[config.mk]
export PLATFORM = sky130hd
export DESIGN_NAME = rtu_retire_flat
export DESIGN_NICKNAME = d
export VERILOG_FILES = /design/src/rtl/rtu_retire_pkg.sv /design/src/rtl/rtu_retire_if.sv /design/src/rtl/rtu_retire_rat.sv /design/src/rtl/rtu_retire.sv /design/src/flat_wrapper.sv
export SDC_FILE = /design/constraint.sdc
export NUM_CORES = 1
export LEC_CHECK = 0
export CAP_MARGIN = 20
export CORE_MARGIN = 2
export CORE_UTILIZATION = 59
export CTS_CLUSTER_DIAMETER = 80
export CTS_CLUSTER_SIZE = 14
export DETAILED_ROUTE_END_ITERATION = 7
export PLACE_DENSITY_LB_ADDON = 0.2
export SLEW_MARGIN = 30
export SYNTH_ARGS = -nofsm -noshare
export SYNTH_HDL_FRONTEND = slang
export SYNTH_SLANG_ARGS = --single-unit
[constraint.sdc]
create_clock -name clk -period 3.8 [get_ports clk]
set_input_delay 0.38 -clock clk [delete_from_list [all_inputs] [get_ports clk]]
set_output_delay 0.38 -clock clk [all_outputs]
set_load 0.02 [all_outputs]
[src/rtl/rtu_retire_pkg.sv]
// Shared retire-unit definitions: FSM encoding, register-index widths and the default ROB depth.
package rtu_retire_pkg;
  localparam int ROB_DEPTH_DEF = 16;
  localparam int PREG_W        = 6;
  localparam int AREG_W        = 5;
  localparam int AREG_NUM      = 32;

  typedef logic [PREG_W-1:0] preg_t;
  typedef logic [AREG_W-1:0] areg_t;

  typedef enum logic [1:0] {
    ST_IDLE    = 2'b00,
    ST_FLUSH   = 2'b01,
    ST_RECOVER = 2'b10
  } state_e;
endpackage

[src/rtl/rtu_retire_if.sv]
// Retire-side bus: head-entry retire strobe in, free-list release and RAT recovery out.
interface rtu_retire_if;
  import rtu_retire_pkg::*;

  logic  retire_vld;
  logic  retire_dst_vld;
  areg_t retire_dst;
  preg_t retire_pdst;
  logic  retire_jump;

  logic  free_vld;
  preg_t free_preg;
  logic  recover_vld;
  areg_t recover_idx;
  preg_t recover_preg;
  logic  recover_done;

  modport master (
    output retire_vld, retire_dst_vld, retire_dst, retire_pdst, retire_jump,
    input  free_vld, free_preg, recover_vld, recover_idx, recover_preg, recover_done
  );

  modport slave (
    input  retire_vld, retire_dst_vld, retire_dst, retire_pdst, retire_jump,
    output free_vld, free_preg, recover_vld, recover_idx, recover_preg, recover_done
  );
endinterface

[src/rtl/rtu_retire_rat.sv]
// Committed RAT: 32 x 6, one write port, free-lookup and recovery read ports; entry 0 is hardwired to 0.
module rtu_retire_rat
  import rtu_retire_pkg::*;
(
  input  logic  clk,
  input  logic  rst_clk,
  input  logic  we,
  input  areg_t waddr,
  input  preg_t wdata,
  input  areg_t raddr_free,
  output preg_t rdata_free,
  input  areg_t raddr_rec,
  output preg_t rdata_rec
);

  preg_t mem [AREG_NUM];

  always_ff @(posedge clk or negedge rst_clk) begin
    if (!rst_clk) begin
      for (int i = 0; i < AREG_NUM; i++) begin
        mem[i] <= preg_t'(i);
      end
    end else if (we && (waddr != '0)) begin
      mem[waddr] <= wdata;
    end
  end

  assign rdata_free = (raddr_free == '0) ? '0 : mem[raddr_free];
  assign rdata_rec  = (raddr_rec  == '0) ? '0 : mem[raddr_rec];

endmodule

[src/rtl/rtu_retire.sv]
// Retire unit: advances the ROB head, commits RAT mappings, frees old pregs and
// sequences flush plus speculative-RAT recovery after a jump.
module rtu_retire
  import rtu_retire_pkg::*;
#(
  parameter int ROB_DEPTH = ROB_DEPTH_DEF
) (
  input  logic                 clk,
  input  logic                 rst_clk,
  rtu_retire_if.slave          rt,
  output logic [ROB_DEPTH-1:0] head_iid_ptr,
  output logic                 rtu_global_flush,
  output logic                 rtu_stall,
  output logic [63:0]          instret
);

  state_e state, state_nxt;
  areg_t  rec_idx;
  preg_t  prior_preg;
  preg_t  rec_preg;
  logic   accept;
  logic   rat_we;
  logic   free_vld_p1;
  preg_t  free_preg_p1;
  logic   done_p1;

  assign accept = rt.retire_vld && (state == ST_IDLE);
  assign rat_we = accept && rt.retire_dst_vld && (rt.retire_dst != '0);

  rtu_retire_rat u_rat (
    .clk        (clk),
    .rst_clk    (rst_clk),
    .we         (rat_we),
    .waddr      (rt.retire_dst),
    .wdata      (rt.retire_pdst),
    .raddr_free (rt.retire_dst),
    .rdata_free (prior_preg),
    .raddr_rec  (rec_idx),
    .rdata_rec  (rec_preg)
  );

  always_ff @(posedge clk or negedge rst_clk) begin
    if (!rst_clk) state <= ST_IDLE;
    else          state <= state_nxt;
  end

  always_comb begin
    state_nxt = state;
    case (state)
      ST_IDLE:    if (rt.retire_jump) state_nxt = ST_FLUSH;
      ST_FLUSH:   state_nxt = ST_RECOVER;
      ST_RECOVER: if (rec_idx == '1) state_nxt = ST_IDLE;
      default:    state_nxt = ST_IDLE;
    endcase
  end

  always_comb begin
    rtu_global_flush = (state == ST_FLUSH);
    rtu_stall        = (state != ST_IDLE);
    rt.recover_vld   = (state == ST_RECOVER);
    rt.recover_idx   = rt.recover_vld ? rec_idx  : '0;
    rt.recover_preg  = rt.recover_vld ? rec_preg : '0;
  end

  // p0 -> p1: head/instret/recovery index advance; the old mapping is captured for release
  always_ff @(posedge clk or negedge rst_clk) begin
    if (!rst_clk) begin
      head_iid_ptr <= ROB_DEPTH'(1);
      instret      <= '0;
      rec_idx      <= '0;
      free_vld_p1  <= 1'b0;
      free_preg_p1 <= '0;
      done_p1      <= 1'b0;
    end else begin
      if (state == ST_FLUSH)
        head_iid_ptr <= ROB_DEPTH'(1);
      else if (accept)
        head_iid_ptr <= {head_iid_ptr[ROB_DEPTH-2:0], head_iid_ptr[ROB_DEPTH-1]};
      instret <= instret + 64'(accept);
      if (state == ST_FLUSH)        rec_idx <= areg_t'(1);
      else if (state == ST_RECOVER) rec_idx <= rec_idx + areg_t'(1);
      // A release is pointless when the old mapping is p0 or is being re-committed
      free_vld_p1 <= rat_we && (prior_preg != '0) && (prior_preg != rt.retire_pdst);
      if (rat_we) free_preg_p1 <= prior_preg;
      done_p1 <= (state == ST_RECOVER) && (state_nxt == ST_IDLE);
    end
  end

  assign rt.free_vld     = free_vld_p1;
  assign rt.free_preg    = free_preg_p1;
  assign rt.recover_done = done_p1;

endmodule

[src/flat_wrapper.sv]
// flat-port wrapper written by rule: the top's interface ports become plain ports
module rtu_retire_flat import rtu_retire_pkg::*;
#(
  parameter int ROB_DEPTH = ROB_DEPTH_DEF
)
  (clk, rst_clk, head_iid_ptr, rtu_global_flush, rtu_stall, instret, rt_retire_vld, rt_retire_dst_vld, rt_retire_dst, rt_retire_pdst, rt_retire_jump, rt_free_vld, rt_free_preg, rt_recover_vld, rt_recover_idx, rt_recover_preg, rt_recover_done);
  rtu_retire_if rt_i ();
  input  logic clk;
  input  logic rst_clk;
  output logic [ROB_DEPTH-1:0] head_iid_ptr;
  output logic rtu_global_flush;
  output logic rtu_stall;
  output logic [63:0] instret;
  input wire logic [$bits(rt_i.retire_vld)-1:0] rt_retire_vld;
  input wire logic [$bits(rt_i.retire_dst_vld)-1:0] rt_retire_dst_vld;
  input wire logic [$bits(rt_i.retire_dst)-1:0] rt_retire_dst;
  input wire logic [$bits(rt_i.retire_pdst)-1:0] rt_retire_pdst;
  input wire logic [$bits(rt_i.retire_jump)-1:0] rt_retire_jump;
  output wire logic [$bits(rt_i.free_vld)-1:0] rt_free_vld;
  output wire logic [$bits(rt_i.free_preg)-1:0] rt_free_preg;
  output wire logic [$bits(rt_i.recover_vld)-1:0] rt_recover_vld;
  output wire logic [$bits(rt_i.recover_idx)-1:0] rt_recover_idx;
  output wire logic [$bits(rt_i.recover_preg)-1:0] rt_recover_preg;
  output wire logic [$bits(rt_i.recover_done)-1:0] rt_recover_done;
  assign rt_i.retire_vld = rt_retire_vld;
  assign rt_i.retire_dst_vld = rt_retire_dst_vld;
  assign rt_i.retire_dst = rt_retire_dst;
  assign rt_i.retire_pdst = rt_retire_pdst;
  assign rt_i.retire_jump = rt_retire_jump;
  assign rt_free_vld = rt_i.free_vld;
  assign rt_free_preg = rt_i.free_preg;
  assign rt_recover_vld = rt_i.recover_vld;
  assign rt_recover_idx = rt_i.recover_idx;
  assign rt_recover_preg = rt_i.recover_preg;
  assign rt_recover_done = rt_i.recover_done;
  rtu_retire #(.ROB_DEPTH(ROB_DEPTH)) u_core (.clk(clk), .rst_clk(rst_clk), .rt(rt_i), .head_iid_ptr(head_iid_ptr), .rtu_global_flush(rtu_global_flush), .rtu_stall(rtu_stall), .instret(instret));
endmodule
==> out/qor.csv, run 1 <==
stage;metric;value;unit
run_status;status;finished clean;
cts;ctsHtreeMaxLevel;1;
die;die_w;162;µm
cts;clockRootBuffer;clkbuf_16;
worst_setup_path;cp_cell_sequence;buf_12, mux4_2, mux4_2, nand2_1, a21oi_1, clkdlybuf4s50_1;
worst_setup_path;cp_slowest_stage_delay;0.64;ns
finish;fin_util;70.0;%
worst_setup_path;crit_fanout;21;
die;core;0.0244;mm²
hold_path;hold_start;u_core.u_rat.mem[190];
worst_setup_path;cp-startpoint;u_core.rec_idx[0];
die;io_pins;118;
global_routing;grt_overflow_total;0;
die;dieArea;0.0262;mm²
sta;hold_viol_final;0;
sta;slew_headroom;43.3;%
worst_setup_path;end_kind;primary output;
synth;synth_fp_nets;1148;
placement;dp_hpwl;25800;µm
detailed_routing;drt_iter0_markers;878;
global_routing;grt_usage;29.6;%
hold_path;hp-class;reg2reg;
power_and_ir_drop;fin_total_pwr;7.80;mW
finish;n_fill_cell;1818;
sta;period_share;96.8;%
worst_setup_path;path_buf_inv;2;
detailed_routing;dr.pass1.iters;5;
synth;syn_area;0.0147;mm²
sta;setup_tns;0;ns
finish;syn_to_final_growth;15.9;%
sta;slew_violations;0;
worst_setup_path;crit_family;multiplexers;
die;num_rows;57;
detailed_routing;final_antenna_net_count;0;
placement;pre_cts_ws;0.577;ns
power_and_ir_drop;p_leak;7.47;nW
worst_setup_path;reg2reg_from;u_core.state[0];
detailed_routing;via_per_inst;6.32;
synth;yosysSeqAreaShare;49.5;%
sta;worstMarginPinSlew;0.848;ns
sta;rsz0062_at_grt;no;
synth;ys_ff_latch;287;
synth;synth.most_common_cell;dfrtp_1;
cts;worstSkewPairLatency;0.54;ns
flow_run;max_cap_viol_count;0;
synth;synthArstFlopShare;100;%
finish;regArea;0.00729;mm²
synth;synth_common_cells;dfrtp_1 (206), mux2_2 (190), nand2_1 (114), dfstp_2 (81), mux4_2 (81);
worst_setup_path;cpMostUsedCell;mux4_2;
synth;ys_warn_count;0;
detailed_routing;vias;10000;
global_routing;grt_pass1_vias;10300;
synth;synth_flop_cell;dfrtp_1;
synth;synthCells;1123;
global_routing;antenna_found_initial;2;
detailed_routing;routed_wl;37500;µm
synth;synth_cell_types;55;
sta;finalSetupViolCount;0;
cts;clockBufferDepth;3;
worst_setup_path;required;3.42;ns
placement;portBuffers;117;
detailed_routing;route.detailed.wl_per_inst;23.6;µm
global_routing;grt_max_degree;103;
power_and_ir_drop;p_per_area;457;mW/mm²
global_routing;grt_pass1_wl;59800;µm
sta;fmax;0.272;GHz
cts;cts.sinks;287;
finish;nNetsFinal;1268;
worst_setup_path;worstSetupPathType;reg2out;
cts;cts_tree;done;
worst_setup_path;cp_slowest_cell;dfrtp_4;
finish;drive_gt1_share;34.4;%
synth;synth_enable_flop_cells;0;
synth;yosysTopAreaCell;dfrtp_1;
detailed_routing;drc;0;
cts;cts_made_buffers;24;
sta;setup_ws;0.123;ns
placement;gp_congestion;0.965;
power_and_ir_drop;vdd_drop_max;0.000403;V
cts;clk_pin_slew;0.07;ns
die;die_h;162;µm
synth;synth_area_per_cell;13.1;µm²
die;start_util;60.4;%
finish;multi_input_area;0.00707;mm²
synth;ys_top_cells_by_area;dfrtp_1 (35%), mux2_2 (15%), dfstp_2 (14%), mux4_2 (12%), mux2i_1 (3.7%);
worst_setup_path;cp.arrival;3.30;ns
synth;synth_top_area_share;35.0;%
sta;finClkSkew;0.0112;ns
sta;fin_crit;3.68;ns
worst_setup_path;start_kind;register;
==> path summary, 6_finish.rpt <==
| kind | to | slack (ns) | cells past startpoint |
|---|---|---|---|
| min reg2reg | u_core.u_rat.mem[190] | 0.41 | 0 |
| max reg2reg | u_core.u_rat.mem[11] | 0.72 | 10 |
| min | u_core.u_rat.mem[190] | 0.41 | 0 |
| min in group asynchronous | u_core.u_rat.mem[91] | 0.44 | 2 |
| max in group asynchronous | u_core.u_rat.mem[68] | 2.24 | 3 |
| max | rt_recover_preg[4] | 0.12 | 6 |
==> layer usage <==
metal  up-vias  wire, µm  track usage, %
met4         2      1340            9.94
met5         -        15               0
met1      5121     15600            42.0
li1       4349         -               -
met2       463     17300            45.2
met3        89      3240            7.41
==> stage by stage <==
step	instance area (µm²)	hold WS, ns	instances
after floorplan	14700	0.0844	1123
after global placement	16300	0.382	1539
after detailed placement	16300	0.389	1539
after CTS	17100	0.403	1585
after global routing	17100	0.415	1585
final	17100	0.405	1586
==> cells in the final DEF (no fill, tap or decap), drive strengths merged, types with 23 or more instances in the layout <==
cell type      instances
a21oi                 28
buf                   46
clkbuf                42
clkdlybuf4s50        114
dfrtp                206
dfstp                 81
mux2                 190
mux2i                 55
mux4                  82
nand2                114
nand3                 23
nor2                  51
xnor2                 50
==> cell type report <==
class | instances | share of cell area, %
Antenna cell | 1 | 0.0147
Clock buffer | 42 | 3.91
Tap cell | 324 | 2.37
Timing Repair Buffer | 161 | 9.04
Inverter | 14 | 0.308
Multi-Input combinational cell | 755 | 41.4
Clock inverter | 2 | 0.227
Sequential cell | 287 | 42.7
==> logic make-up after synthesis <==
logic type,Yosys count,synth area share (%)
fa+ha+maj,9,0.765
xor+xnor,66,3.93
buf+inv,81,2.52
mux,327,30.8
simple gates,265,8.62
compound gates,88,3.87
flops,287,49.5
==> registers in the layout, summed over array words and instances (netlist names) <==
name / cells
u_core.head_iid_ptr: 16
u_core.instret: 64
u_core.rec_idx: 5
u_core.rt.free_preg: 6
u_core.rt.free_vld: 1
u_core.rt.recover_done: 1
u_core.state: 2
u_core.u_rat.mem: 192
==> timing repair <==
item                       in CTS  in global routing
buffers inserted                1                  0
hold endpoints to repair       72                  0
resized for setup               0                  0
setup endpoints to repair       1                  0
hold buffers                    1                  0
==> power breakdown <==
part	internal (mW)	switching, mW	leakage (nW)	total [mW]
Clock	1.20	1.12	0.333	2.32
Combinational	0.881	1.05	3.47	1.93
Sequential	3.31	0.241	3.67	3.55
Total	5.39	2.41	7.47	7.80
Power figures use the tool's default switching activity.
==> run 2, diff against run 1 <==
--- a/config.mk
+++ b/config.mk
@@ -11,7 +11,7 @@
 export CTS_CLUSTER_DIAMETER = 80
 export CTS_CLUSTER_SIZE = 14
 export DETAILED_ROUTE_END_ITERATION = 7
-export PLACE_DENSITY_LB_ADDON = 0.2
+export PLACE_DENSITY = 0.81
 export SLEW_MARGIN = 30
 export SYNTH_ARGS = -nofsm -noshare
 export SYNTH_HDL_FRONTEND = slang
==> run 2 against run 1 <==
Clock skew rose by 0.0077 ns. Flip-flop and latch count is the same. Critical path depth stayed put. First-iteration DRC count grew 9.6%. Sequential share of layout area fell by 0.12 points. Largest cell class unchanged.
==> out/qor.csv, run 2 (synthesized netlist as in run 1, its figures left out) <==
stage;metric;value;unit;change
detailed_routing;via_per_inst;6.41;;+1.4%
worst_setup_path;required;3.42;ns;about the same
die;start_util;60.4;%;unchanged
detailed_routing;final_antenna_net_count;0;;unchanged
worst_setup_path;start_kind;register;;
cts;postCtsResizedCells;0;;unchanged
worst_setup_path;cp_cell_sequence;buf_12, mux4_2, mux4_2, nand2_1, a21oi_1, clkdlybuf4s50_1;;
placement;gp_congestion;0.984;;+2.0%
die;dieArea;0.0262;mm²;unchanged
sta;finClkSkew;0.0189;ns;+0.00773 ns
detailed_routing;drt_iter0_markers;962;;+9.6%
global_routing;busiest_layer;met2;;
finish;diodes;0;;-1
die;die_h;162;µm;unchanged
detailed_routing;routed_wl;37900;µm;+1.2%
worst_setup_path;worstSetupPathType;reg2out;;
sta;setup_ws;0.172;ns;+0.0487 ns
worst_setup_path;crit_fanout;29;;+38%
cts;clockRootBuffer;clkbuf_16;;
detailed_routing;route.detailed.wl_per_inst;23.9;µm;+1.1%
worst_setup_path;path_depth;6;;unchanged
die;core;0.0244;mm²;unchanged
detailed_routing;drc;0;;unchanged
worst_setup_path;cp_slowest_stage_delay;0.59;ns;-0.05 ns
finish;final_area;0.0171;mm²;+0.29%
finish;largest_reg_flops;192;;unchanged
cts;worstSkewPairLatency;0.55;ns;about the same
hold_path;hold_depth;0;;unchanged
finish;nNetsFinal;1271;;+0.24%
sta;setup_tns;0;ns;unchanged
cts;cts_made_buffers;24;;unchanged
sta;finalSetupViolCount;0;;unchanged
global_routing;use_met1;42.3;%;+0.31 points
global_routing;grt_max_degree;106;;+2.9%
worst_setup_path;cp.arrival;3.25;ns;-0.05 ns
global_routing;grt_usage;29.7;%;+0.092 points
finish;reg_top3;u_core.u_rat.mem x192, u_core.instret x64, u_core.head_iid_ptr x16;;
placement;pre_cts_ws;0.535;ns;-0.0424 ns
placement;dp_hpwl;26000;µm;+0.47%
global_routing;grt_use_met3;7.12;%;-0.28 points
cts;clk_pin_slew;0.07;ns;about the same
flow_run;max_cap_viol_count;0;;unchanged
worst_setup_path;cp_slowest_cell;dfrtp_4;;
power_and_ir_drop;p_per_area;458;mW/mm²;+0.22%
cts;ctsHtreeMaxLevel;1;;unchanged
sta;fin_crit;3.63;ns;-0.0487 ns
global_routing;grt_pass1_wl;60400;µm;+0.90%
worst_setup_path;cpMostUsedCell;mux4_2;;
cts;clockBufferDepth;3;;unchanged
finish;syn_to_final_growth;16.3;%;
sta;rsz0062_at_grt;no;;
power_and_ir_drop;vdd_drop_max;0.000389;V;-3.4%
die;io_pins;118;;unchanged
die;num_rows;57;;unchanged
die;die_w;162;µm;unchanged
global_routing;antenna_found_initial;0;;-2
placement;place_area;0.0164;mm²;+0.29%
finish;drive_gt1_share;34.6;%;+0.16 points
worst_setup_path;r2r_cells;14;;+4
sta;fmax;0.276;GHz;+1.3%
sta;slew_headroom;42.6;%;-0.69 points
cts;cts_tree;done;;
finish;largest-register;u_core.u_rat.mem;;
worst_setup_path;end_kind;primary output;;
cts;cts.sinks;287;;unchanged
sta;slew_violations;0;;unchanged
worst_setup_path;crit_family;multiplexers;;
sta;period_share;95.5;%;-1.3 points
sta;hold_viol_final;0;;unchanged
hold_path;hp-class;reg2reg;;
run_status;status;finished clean;;
detailed_routing;dr.pass1.iters;5;;unchanged
finish;final_common_cell;dfrtp_1;;
placement;portBuffers;117;;unchanged
worst_setup_path;path_buf_inv;2;;unchanged
global_routing;grt_overflow_total;0;;unchanged
global_routing;grt_pass1_vias;10400;;+1.1%
sta;worstMarginPinSlew;0.859;ns;+0.0104 ns
power_and_ir_drop;p_leak;7.50;nW;+0.34%
global_routing;grt.met2_usage;44.9;%;-0.35 points
detailed_routing;vias;10200;;+1.6%
finish;layout_common_cells;dfrtp_1 (204), mux2_2 (190), nand2_1 (114), clkdlybuf4s50_1 (114);;
[run 2: cell types whose count changed in the layout (fill, tap and decap cells not counted), sizes merged]
| cell | delta |
|---|---|
| diode | -1 |
| buf | +3 |
[run 2: worst paths after layout]
kind	endpoint	slack, ns	from
worst max-delay path	rt_recover_preg[5]	0.17	u_core.rec_idx[0]
worst min-delay path	u_core.u_rat.mem[186]	0.40	u_core.u_rat.mem[186]
worst max register to register	u_core.instret[60]	0.76	u_core.state[0]
worst min register to register	u_core.u_rat.mem[186]	0.40	u_core.u_rat.mem[186]
max in group asynchronous	u_core.u_rat.mem[129]	2.35	rst_clk
min in group asynchronous	u_core.u_rat.mem[67]	0.45	rst_clk
[run 2: layout make-up]
class | count | area [µm²]
Sequential cell | 287 | 7290
Fill cell | 1702 | 7270
Multi-Input combinational cell | 755 | 7070
Timing Repair Buffer | 164 | 1590
Clock buffer | 42 | 668
Tap cell | 324 | 405
Inverter | 14 | 52.6
Clock inverter | 2 | 38.8
[run 2: through the flow]
| step | cells | power, mW | utilization (%) | hold WS (ns) |
|---|---|---|---|---|
| final | 1588 | 7.84 | 70.2 | 0.401 |
| after global routing | 1588 | 8.16 | 70.2 | 0.413 |
| after global placement | 1542 | 5.47 | 67.2 | 0.381 |
| after detailed placement | 1542 | 5.52 | 67.2 | 0.391 |
| after CTS | 1587 | 7.85 | 70.1 | 0.403 |
| after floorplan | 1123 | 4.79 | - | 0.0844 |
[run 2: metal layers]
metal  wire length [µm]  vias up  part of all wire (%)
li1                   -     4350                     -
met1              15700     5179                    41
met2              17000      563                    45
met3               3820       89                    10
met4               1410        0                   3.7
met5                  0        -                     0
[run 2: timing repair]
action,in CTS,in global routing
buffers inserted,0,1
hold buffers,1,0
endpoints found under the setup margin,0,6
endpoints found under the hold margin,61,0
[run 2: power by group]
| group | internal (mW) | switching [mW] | leakage (nW) |
|---|---|---|---|
| combinational | 0.895 | 1.06 | 3.50 |
| sequential | 3.31 | 0.249 | 3.67 |
| clock | 1.20 | 1.13 | 0.333 |
| total | 5.41 | 2.43 | 7.50 |
==> run 3, diff against run 2 <==
--- a/config.mk
+++ b/config.mk
@@ -5,6 +5,7 @@
 export SDC_FILE = /design/constraint.sdc
 export NUM_CORES = 1
 export LEC_CHECK = 0
+export ABC_CLOCK_PERIOD_IN_PS = 3800
 export CAP_MARGIN = 20
 export CORE_MARGIN = 2
 export CORE_UTILIZATION = 59
==> results of run 3 <==
No change in the layout: final DEF, timing and power equal those of run 2.
